### config.mk
export PLATFORM = sky130hd
export DESIGN_NAME = fpnew_iter_div_lane
export DESIGN_NICKNAME = d
export VERILOG_FILES = /design/src/rtl/fpnew_iter_div_lane.sv
export SDC_FILE = /design/constraint.sdc
export NUM_CORES = 1
export LEC_CHECK = 0
export CORE_MARGIN = 3
export CORE_UTILIZATION = 45
export CTS_BUF_LIST = sky130_fd_sc_hd__clkbuf_8
export CTS_CLUSTER_DIAMETER = 60
export DETAILED_ROUTE_END_ITERATION = 7
export PLACE_DENSITY = 0.7
export REMOVE_ABC_BUFFERS = 1
export SYNTH_ARGS = -nofsm -noshare
export SYNTH_HDL_FRONTEND = slang
export SYNTH_SLANG_ARGS = --single-unit
### constraint.sdc
create_clock -name clk_i -period 3 [get_ports clk_i]
set_clock_uncertainty 0.2 [all_clocks]
set_input_delay 0.6 -clock clk_i [delete_from_list [all_inputs] [get_ports clk_i]]
set_output_delay 0.6 -clock clk_i [all_outputs]
set_load 0.005 [all_outputs]
### src/rtl/fpnew_iter_div_lane.sv
// Per-lane restoring radix-2 mantissa divider. Produces WIDTH+2 quotient bits
// plus a sticky bit, ITER_PER_CYCLE bits per clock, under start/kill control.
module fpnew_iter_div_lane #(
    parameter int WIDTH          = 24,
    parameter int ITER_PER_CYCLE = 1
) (
    input  logic             clk_i,
    input  logic             rst_ni,
    input  logic             start_i,
    input  logic             kill_i,
    input  logic             lane_en_i,
    input  logic [WIDTH-1:0] dividend_i,
    input  logic [WIDTH-1:0] divisor_i,
    output logic             ready_o,
    output logic [WIDTH+1:0] quotient_o,
    output logic             sticky_o,
    output logic             div_zero_o,
    output logic             busy_o
);

    localparam int QW         = WIDTH + 2;
    localparam int N          = (QW + ITER_PER_CYCLE - 1) / ITER_PER_CYCLE;
    localparam int CW         = $clog2(N + 1);
    localparam int LAST_STEPS = QW - (N - 1) * ITER_PER_CYCLE;
    localparam logic [CW-1:0] LAST_CNT = CW'(N - 1);

    typedef enum logic [1:0] {
        IDLE = 2'd0,
        RUN  = 2'd1,
        DONE = 2'd2
    } state_t;

    state_t          state_q;
    logic [WIDTH:0]  rem_q;
    logic [WIDTH:0]  rem_n;
    logic [WIDTH-1:0] div_q;
    logic [QW-1:0]   work_q;
    logic [QW-1:0]   work_n;
    logic [CW-1:0]   cnt_q;
    logic [QW-1:0]   quot_q;
    logic            sticky_q;
    logic            dz_q;

    // Chained bit steps for one cycle; the last cycle skips steps beyond QW
    // so exactly WIDTH+2 quotient bits are ever shifted in.
    always_comb begin
        rem_n  = rem_q;
        work_n = work_q;
        for (int j = 0; j < ITER_PER_CYCLE; j++) begin
            if (cnt_q != LAST_CNT || j < LAST_STEPS) begin
                if (rem_n >= {1'b0, div_q}) begin
                    rem_n  = rem_n - {1'b0, div_q};
                    work_n = {work_n[QW-2:0], 1'b1};
                end else begin
                    work_n = {work_n[QW-2:0], 1'b0};
                end
                rem_n = {rem_n[WIDTH-1:0], 1'b0};
            end
        end
    end

    always_ff @(posedge clk_i or negedge rst_ni) begin
        if (!rst_ni) begin
            state_q  <= IDLE;
            rem_q    <= '0;
            div_q    <= '0;
            work_q   <= '0;
            cnt_q    <= '0;
            quot_q   <= '0;
            sticky_q <= 1'b0;
            dz_q     <= 1'b0;
        end else if (kill_i) begin
            state_q  <= IDLE;
            quot_q   <= '0;
            sticky_q <= 1'b0;
            dz_q     <= 1'b0;
        end else if (start_i) begin
            rem_q    <= {1'b0, dividend_i};
            div_q    <= divisor_i;
            work_q   <= '0;
            cnt_q    <= '0;
            quot_q   <= '0;
            sticky_q <= 1'b0;
            dz_q     <= 1'b0;
            if (!lane_en_i) begin
                state_q <= DONE;
            end else if (divisor_i == '0) begin
                state_q <= DONE;
                quot_q  <= '1;
                dz_q    <= 1'b1;
            end else begin
                state_q <= RUN;
            end
        end else if (state_q == RUN) begin
            rem_q  <= rem_n;
            work_q <= work_n;
            cnt_q  <= cnt_q + CW'(1);
            // Result becomes visible only once complete.
            if (cnt_q == LAST_CNT) begin
                state_q  <= DONE;
                quot_q   <= work_n;
                sticky_q <= |rem_n;
            end
        end
    end

    assign ready_o    = (state_q != RUN);
    assign busy_o     = (state_q == RUN);
    assign quotient_o = quot_q;
    assign sticky_o   = sticky_q;
    assign div_zero_o = dz_q;

endmodule
==> Word-level counts from Yosys, hierarchy flattened <==
Index checks and enable logic that the tools add are counted.
{ "word_totals": {"wordCells": 52, "latch_bits": 0, "ram_bits": 0, "mem_bits_ro": 0, "in_bits": 53, "output_inout_bits": 30, "register_bits": 109, "memories": 0} }
{ "classes": {"div": 0, "n_shift": 0, "n_reduce_logical": 9, "n_lt_le_gt_ge": 1, "n_eq_ne": 3, "n_mul": 0, "n_bitwise": 1, "muxes": 28, "add_sub_neg": 2} }
{ "op_table": {"columns": ["operator", "n"], "rows": [
  ["$mux 26", 6],
  ["$mux 25", 4],
  ["$ge 25x24->1", 1],
  ["$logic_not 24->1", 1],
  ["$mux 24", 1],
  ["$reduce_or 24->1", 1],
  ["$sub 24x24->24", 1],
  ["$mux 2", 6],
  ["$mux 5", 2],
  ["$mux 1", 9],
  ["$reduce_and 2->1", 3],
  ["$reduce_bool 3->1", 2],
  ["$add 5x1->5 const B", 1],
  ["$eq 5x5->1 const B", 1],
  ["$reduce_bool 2->1", 2],
  ["$eq 2x1->1 const B", 1],
  ["$ne 2x1->1 const B", 1],
  ["$not 1->1", 1]
]} }

==> Depth between registers and ports, before layout <==
Gate-level depths: netlist of run 1.
{ "depth": {"ltp_word": 7, "depth_mapped": 14, "depth_no_buf": 13} }

==> Worst setup path after synthesis of run 1 <==
No wires, ideal clock.
{ "synth_timing": {"path_kind": "register to register", "startpoint": "reg rem_q[0]", "endpoint": "reg sticky_q, in the netlist sticky_o", "arrival_ps": 2905, "slack_ps": -236, "stages_incl_launch_ff": 14, "period_less_slack_ps": 3236, "t_required_ps": 2669, "path_buffers": 0, "setup_time_ps": 131, "path_cell_list": "dfrtp_1 inv_1 ha_1 inv_1 fa_1 a211oi_2 nor2_1 xor2_1 or4b_1 nor4_1 or3b_1 nor4_1 a41o_2 o211ai_1"} }
{ "synth_between": {"elab_chain_len": 7, "elab_cells_between_ends": 8, "classes_between": "add/sub: 1; order compare: 1; mux: 5; reduce/logical: 1"} }
{ "synth_rtl": {"columns": ["item", "line", "text"], "rows": [
  ["start, declared", "34", "logic [WIDTH:0] rem_q;"],
  ["start signal, assigned", "78", "rem_q <= {1'b0, dividend_i};"],
  ["start signal, assigned", "95", "rem_q <= rem_n;"],
  ["$sub 24x24->24 or $ge 25x24->1 (tied branches)", "52, 51", null],
  ["$mux 24 (*)", "51", "if (rem_n >= {1'b0, div_q}) begin"],
  ["$reduce_or 24->1 (*)", "102", "sticky_q <= |rem_n;"],
  ["$mux 1 (*)", "99", "if (cnt_q == LAST_CNT) begin"],
  ["$mux 1 (*)", "94", "end else if (state_q == RUN) begin"],
  ["$mux 1 (*)", "77", "end else if (start_i) begin"],
  ["$mux 1 (*)", "72", "end else if (kill_i) begin"],
  ["end signal, assigned", "102", null],
  ["end, declared", "41", "logic sticky_q;"]
]} }
Every way passes the cells marked *; elsewhere a longest branch is shown, timed or not. The select of a mux whose other input is x is not followed.
A chain may end at the register's enable or synchronous reset.

==> Worst setup path in the final report of run 1 <==
Ends and elaborated chain as after synthesis.

==> qor.yml, run 1 <==
logic_synthesis:
  netlist.area_leader.share_pct: 44.6
  post-synth-top-area-cell: "sky130_fd_sc_hd__dfrtp_1"
  postSynthCellCount: 668
  synth.distinct_cells: 50
  synthesis.yosys.warnings: 0
  synthesized_area_um2: 6110
  sequential_cell_area_fraction_in_the_yosys_report_pct: 44.6
  ys_dominant_reg_cell: "sky130_fd_sc_hd__dfrtp_1"
  asyncSetResetFlopFracSynth_pct: 100
  synth_area_leaders: "sky130_fd_sc_hd__dfrtp_1 (45%), sky130_fd_sc_hd__o21ai_0 (5.6%), sky130_fd_sc_hd__ha_1 (5.3%)"
  ys_seq_elements: 109
  synth.avg_cell_area_um2: 9.15
  synth_enable_flop_cells: 0
sta:
  maxClockFrequency_mhz: 285
  finalSetupTns_ns: -1.16
  layout_min_cycle_time_ns: 3.51
  hold_viol: 0
  final_min_period_over_clock_period_pct: 117
  max_slew.worst_pin.slew_ns: 0.818
  rel_slew_slack_pct: 45.3
  rsz0062_at_grt: "true"
  finalWorstSetupSlack_ns: -0.509
  slew_violations: 0
  finalSetupViolations: 6
final_layout:
  antenna_cells: 0
  layout_commonest_cell: "sky130_fd_sc_hd__dfrtp_1"
  nNetsFinal: 907
  ratio_of_cells_with_drive_above_1_in_the_final_layout_pct: 18.6
  layout_common_cells: "sky130_fd_sc_hd__dfrtp_1 (109), sky130_fd_sc_hd__buf_4 (101), sky130_fd_sc_hd__clkdlybuf4s50_1 (81)"
  final_core_util_pct: 63.3
  flow.area_growth_from_synthesis_pct: 33.8
  n_fill_cell: 1112
  post_route_non_filler_standard_cell_count: 1004
placement:
  buffer_ports.inserted: 82
  detailedPlacementHpwl_mm: 13.2
  dp.cells: 984
  globalplace.congestion: 0.926
  dp_worst_setup_slack_ns: -0.702
detailed_routing:
  met2_length_mm: 8.53
  drt_first_pass_iters: 4
  detail_route.drc_violations: 0
  route.detailed.vias_per_inst: 5.64
  drt.antenna.violating_nets: 0
  detailroute.wirelength.met3_um: 704
  wl_per_cell_um: 17.3
  num_vias: 5662
  detail_route.wirelength.met1_mm: 7.78
  highest_layer: "met4"
  detail_route.wirelength_mm: 17.4
  drtIter0Drc: 326
status:
  outcome: "finished with violations"
  violations: "setup timing"
floorplanning:
  core_area_um2: 12900
  effective_utilization_at_floorplan_pct: 47.3
  die_x_um: 123
  floorplan.die.height_um: 123
  i_o_pins: 83
  dieArea_um2: 15000
  rows: 41
clock_tree:
  cts_max_level: 3
  cts_inserted_buffers: 9
  cts-root-to-sink-buffers: 2
  clkSlewWorstSetupHoldPaths_ns: 0.11
  clockRootBuffer: "sky130_fd_sc_hd__clkbuf_8"
  clk_lat_worst_skew_ns: 0.39
  numClockSinks: 109
  tritoncts: "built"
critical_path:
  cp_top_family: "simple AND/OR/NAND/NOR gates"
  critPathLaunchType: "flop"
  crit-reg2reg-capture: "sticky_o"
  cp_data_arrival_time_ns: 3.58
  crit_path_cell_trace: "inv_2 > ha_4 > inv_2 > fa_2 > a211oi_2 > nor2_1 > xor2_1 > or4b_1 > nor4_2 > or3b_1 > nor4_2 > a41o_2 > o211ai_1"
  worstReg2RegStart: "rem_q[0]"
  critical_setup_path_class: "flop to flop"
  crit_path_max_incr_delay_ns: 0.53
  worstPathRequired_ns: 3.07
  reg2reg_slack_ns: -0.51
  timing.critical_path.buf_inv: 2
  crit_slowest_cell: "sky130_fd_sc_hd__or4b_1"
  reg2reg_depth: 13
  crit_path_end_kind: "flop"
  worst-path-max-fanout: 2
global_routing:
  grt_pass1_wl_mm: 28.1
  grtUsageTotal_pct: 24.0
  antenna_found_initial: 0
  grt-ovfl-total: 0
  largest_net_degree_at_the_start_of_global_routing: 69
  via_count_of_the_first_global_routing_pass: 5592
worst_hold_path:
  hp-start: "work_q[17]"
  worstHoldPathCells: 1
  whs_endpoint: "work_q[17]"
  hold_path_class: "flop to flop"
power:
  totalPowerFinal_uw: 4940
  p_per_area_nw_per_um2: 604
  cellLeakagePower_uw: 0.00368
  vdd_drop_max_mv: 0.276
flow_run:
  max_cap_violations: 0
## report_power, final
part | switching [uW] | internal (uW)
sequential | 69.0 | 1590
combinational | 1170 | 1150
clock | 556 | 398
total | 1800 | 3140
## synth_stat cells (9+ instances only)
cell	count
sky130_fd_sc_hd__a21oi_1	46
sky130_fd_sc_hd__mux2i_1	21
sky130_fd_sc_hd__o22ai_1	25
sky130_fd_sc_hd__xor2_1	15
sky130_fd_sc_hd__ha_1	26
sky130_fd_sc_hd__inv_1	39
sky130_fd_sc_hd__clkbuf_1	28
sky130_fd_sc_hd__nor2_1	64
sky130_fd_sc_hd__xnor2_1	10
sky130_fd_sc_hd__a211oi_1	30
sky130_fd_sc_hd__o21ai_0	68
sky130_fd_sc_hd__nand2_1	65
sky130_fd_sc_hd__a22o_1	24
sky130_fd_sc_hd__nor4_1	16
sky130_fd_sc_hd__dfrtp_1	109
sky130_fd_sc_hd__nand4_1	9
## metal layers
layer	vias to the layer above	GRT usage, %
li1	2734	-
met2	151	41.0
met1	2751	31.7
met3	26	2.86
met4	0	8.33
met5	-	0
## kinds of logic after synthesis
| family | count (synthesis) | share of synthesized area (%) |
|---|---|---|
| AO/OA/AOI/OAI | 228 | 23.8 |
| XOR/XNOR | 25 | 3.58 |
| adder cells (fa/ha/maj) | 27 | 5.65 |
| buffers and inverters | 81 | 5.67 |
| flip-flops | 109 | 44.6 |
| multiplexers | 22 | 3.62 |
| AND/OR/NAND/NOR | 176 | 13.1 |
## worst max path at each step
stage	from	end	slack, ns	depth (start not counted)
after CTS	rem_q[0]	sticky_o	-0.48	13
after global placement	rem_q[0]	sticky_o	-0.60	13
final	rem_q[0]	sticky_o	-0.51	13
after floorplan	start_i	work_q[0]	-1.37	4
after detailed placement	rem_q[0]	sticky_o	-0.70	13
after global routing	rem_q[0]	sticky_o	-0.65	13
## stage by stage
stage / area (um2) / hold WS (ns)
after floorplan: 5910 / 0.104
after global placement: 7770 / 0.269
after detailed placement: 7770 / 0.283
after CTS: 8140 / 0.335
after global routing: 8180 / 0.358
final: 8180 / 0.336
## registers in the layout (all words and copies together) (netlist names)
| name | cells |
|---|---|
| sticky_o | 1 |
| quotient_o | 26 |
| div_q | 24 |
| cnt_q | 5 |
| div_zero_o | 1 |
| work_q | 25 |
| state_q | 2 |
| rem_q | 25 |
## timing repair
item                                    in CTS  in global routing
endpoints found under the setup margin       7                 11
hold buffers                                 1                  0
buffers inserted                             7                  2
resized for setup                           29                  7
pin swaps                                   14                 10
hold endpoints to repair                    39                  0
## area by class of cell
| cell class | count | area, um2 | share of cell area (%) |
|---|---|---|---|
| Sequential cell | 109 | 2730 | 33.4 |
| Clock buffer | 9 | 124 | 1.51 |
| Inverter | 39 | 146 | 1.79 |
| Multi-Input combinational cell | 478 | 3200 | 39.1 |
| Tap cell | 172 | 215 | 2.63 |
| Clock inverter | 7 | 83.8 | 1.03 |
| Timing Repair Buffer | 190 | 1680 | 20.6 |
Power figures use the tool's default switching activity.
==> run 2: changes to the inputs <==
--- a/config.mk
+++ b/config.mk
@@ -10,7 +10,7 @@
 export CTS_BUF_LIST = sky130_fd_sc_hd__clkbuf_8
 export CTS_CLUSTER_DIAMETER = 60
 export DETAILED_ROUTE_END_ITERATION = 7
-export PLACE_DENSITY = 0.7
+export PLACE_DENSITY = 0.67
 export REMOVE_ABC_BUFFERS = 1
 export SYNTH_ARGS = -nofsm -noshare
 export SYNTH_HDL_FRONTEND = slang
==> constraint.sdc (replaced) <==
create_clock -name clk_i -period 3.7 [get_ports clk_i]
set_clock_uncertainty 0.2 [all_clocks]
set_input_delay 0.74 -clock clk_i [delete_from_list [all_inputs] [get_ports clk_i]]
set_output_delay 0.74 -clock clk_i [all_outputs]
set_load 0.005 [all_outputs]
==> qor.yml, run 2 (synthesized netlist as in run 1, its figures left out) <==
status:
  outcome: "complete, no violations"
detailed_routing:
  num_vias: 5347
  detail_route.wirelength_mm: 16.7
  route.detailed.vias_per_inst: 5.82
  wl_per_cell_um: 18.2
  drt_first_pass_iters: 5
  drt.antenna.violating_nets: 0
  detail_route.drc_violations: 0
  drtIter0Drc: 309
critical_path:
  cp_data_arrival_time_ns: 3.66
  worstReg2RegStart: "rem_q[0]"
  reg2reg_slack_ns: 0.10
  crit_path_max_incr_delay_ns: 0.56
  crit_slowest_cell: "sky130_fd_sc_hd__or4b_4"
  reg2reg_depth: 13
  critical_setup_path_class: "flop to flop"
  crit_path_end_kind: "flop"
  worst-path-max-fanout: 2
  critPathLaunchType: "flop"
  crit_path_cell_trace: "inv_2 > ha_4 > inv_2 > fa_2 > a211oi_2 > nor2_1 > xor2_1 > or4b_4 > nor4_4 > or3b_4 > nor4_4 > a41o_2 > o211ai_1"
  worstPathRequired_ns: 3.76
  crit-reg2reg-capture: "sticky_o"
clock_tree:
  numClockSinks: 109
  clkSlewWorstSetupHoldPaths_ns: 0.11
  cts-root-to-sink-buffers: 2
  tritoncts: "built"
  cts_max_level: 3
  clockRootBuffer: "sky130_fd_sc_hd__clkbuf_8"
  post_cts_hold_buffer_count: 0
  cts_inserted_buffers: 9
  clk_lat_worst_skew_ns: 0.38
sta:
  layout_min_cycle_time_ns: 3.60
  finalSetupViolations: 0
  rel_slew_slack_pct: 34.4
  hold_viol: 0
  maxClockFrequency_mhz: 278
  finalSetupTns_ns: 0
  final_min_period_over_clock_period_pct: 97.2
  max_slew.worst_pin.slew_ns: 0.984
  slew_violations: 0
final_layout:
  nNetsFinal: 823
  layout_commonest_cell: "sky130_fd_sc_hd__dfrtp_1"
  largest_reg_flops: 26
  layout_common_cells: "sky130_fd_sc_hd__dfrtp_1 (109), sky130_fd_sc_hd__clkdlybuf4s50_1 (81), sky130_fd_sc_hd__o21ai_0 (68)"
  post_route_non_filler_standard_cell_count: 919
  n_fill_cell: 1183
  final_core_util_pct: 57.1
  antenna_cells: 0
  seqCellArea_um2: 2730
  area_taken_by_multi_input_logic_gates_um2: 3110
  flow.area_growth_from_synthesis_pct: 20.8
  ratio_of_cells_with_drive_above_1_in_the_final_layout_pct: 7.90
global_routing:
  grt-ovfl-total: 0
  grt_pass1_wl_mm: 26.9
  grtUsageTotal_pct: 22.9
  via_count_of_the_first_global_routing_pass: 5210
  largest_net_degree_at_the_start_of_global_routing: 76
  antenna_found_initial: 0
placement:
  dp.cells: 899
  globalplace.congestion: 0.889
  buffer_ports.inserted: 82
  detailedPlacementHpwl_mm: 12.2
floorplanning:
  effective_utilization_at_floorplan_pct: 47.3
  die_x_um: 123
  floorplan.die.height_um: 123
  dieArea_um2: 15000
  rows: 41
  core_area_um2: 12900
  i_o_pins: 83
worst_hold_path:
  hold_path_class: "input port to async pin"
power:
  p_per_area_nw_per_um2: 467
  vdd_drop_max_mv: 0.208
  cellLeakagePower_uw: 0.00322
flow_run:
  max_cap_violations: 0
run 2: per-layer routing:
layer	wire, um	track usage [%]	vias to the layer above
met3	602	2.44	33
met1	7750	30.9	2620
li1	-	-	2555
met2	7910	38.1	139
met4	440	9.03	0
met5	0	0	-
run 2: critical path: cells and delay by family (launching register included):
kind | cells | cell delay (ns)
adder cells (fa/ha/maj) | 2 | 0.51
buffers and inverters | 2 | 0.13
XOR/XNOR | 1 | 0.16
AND/OR/NAND/NOR | 5 | 1.55
AO/OA/AOI/OAI | 3 | 0.53
flip-flops | 1 | 0.41
run 2: metrics by stage:
| step | hold slack [ns] | total power (uW) | setup WS [ns] | cell area (um2) |
|---|---|---|---|---|
| detailed placement | 0.280 | 2700 | -0.0812 | 7110 |
| global route | 0.317 | 3660 | -0.0470 | 7380 |
| CTS | 0.310 | 3400 | 0.0543 | 7300 |
| global placement | 0.273 | 2700 | 0.0511 | 7110 |
| floorplan | 0.244 | 2280 | -0.808 | 5910 |
| finish | 0.309 | 3450 | 0.104 | 7380 |
run 2: report_power, final:
part	internal (uW)	switching [uW]
clock network	263	426
logic	583	811
registers	1290	77.9
run 2: worst max-delay path by stage:
stage          slack, ns   endpoint  cells past startpoint  startpoint
6_report            0.10   sticky_o                     13    rem_q[0]
5_1_grt            -0.05   sticky_o                     13    rem_q[0]
4_1_cts             0.05   sticky_o                     13    rem_q[0]
3_5_place_dp       -0.08   sticky_o                     13    rem_q[0]
3_3_place_gp        0.05   sticky_o                     13    rem_q[0]
2_1_floorplan      -0.81  work_q[0]                      4     start_i
run 2: cell type report:
type,count,area share [%]
multi-input combinational,478,42.1
inverter,39,1.98
sequential,109,37.0
tap,172,2.92
clock buffer,10,1.86
timing repair buffer,106,13.7
clock inverter,5,0.509
run 2: repair_timing:
item                                    4_1_cts  5_1_grt
pin swaps                                     0        8
resized for setup                             2       10
cloned                                        0        0
endpoints found under the setup margin        1        1
buffers inserted                              0        5
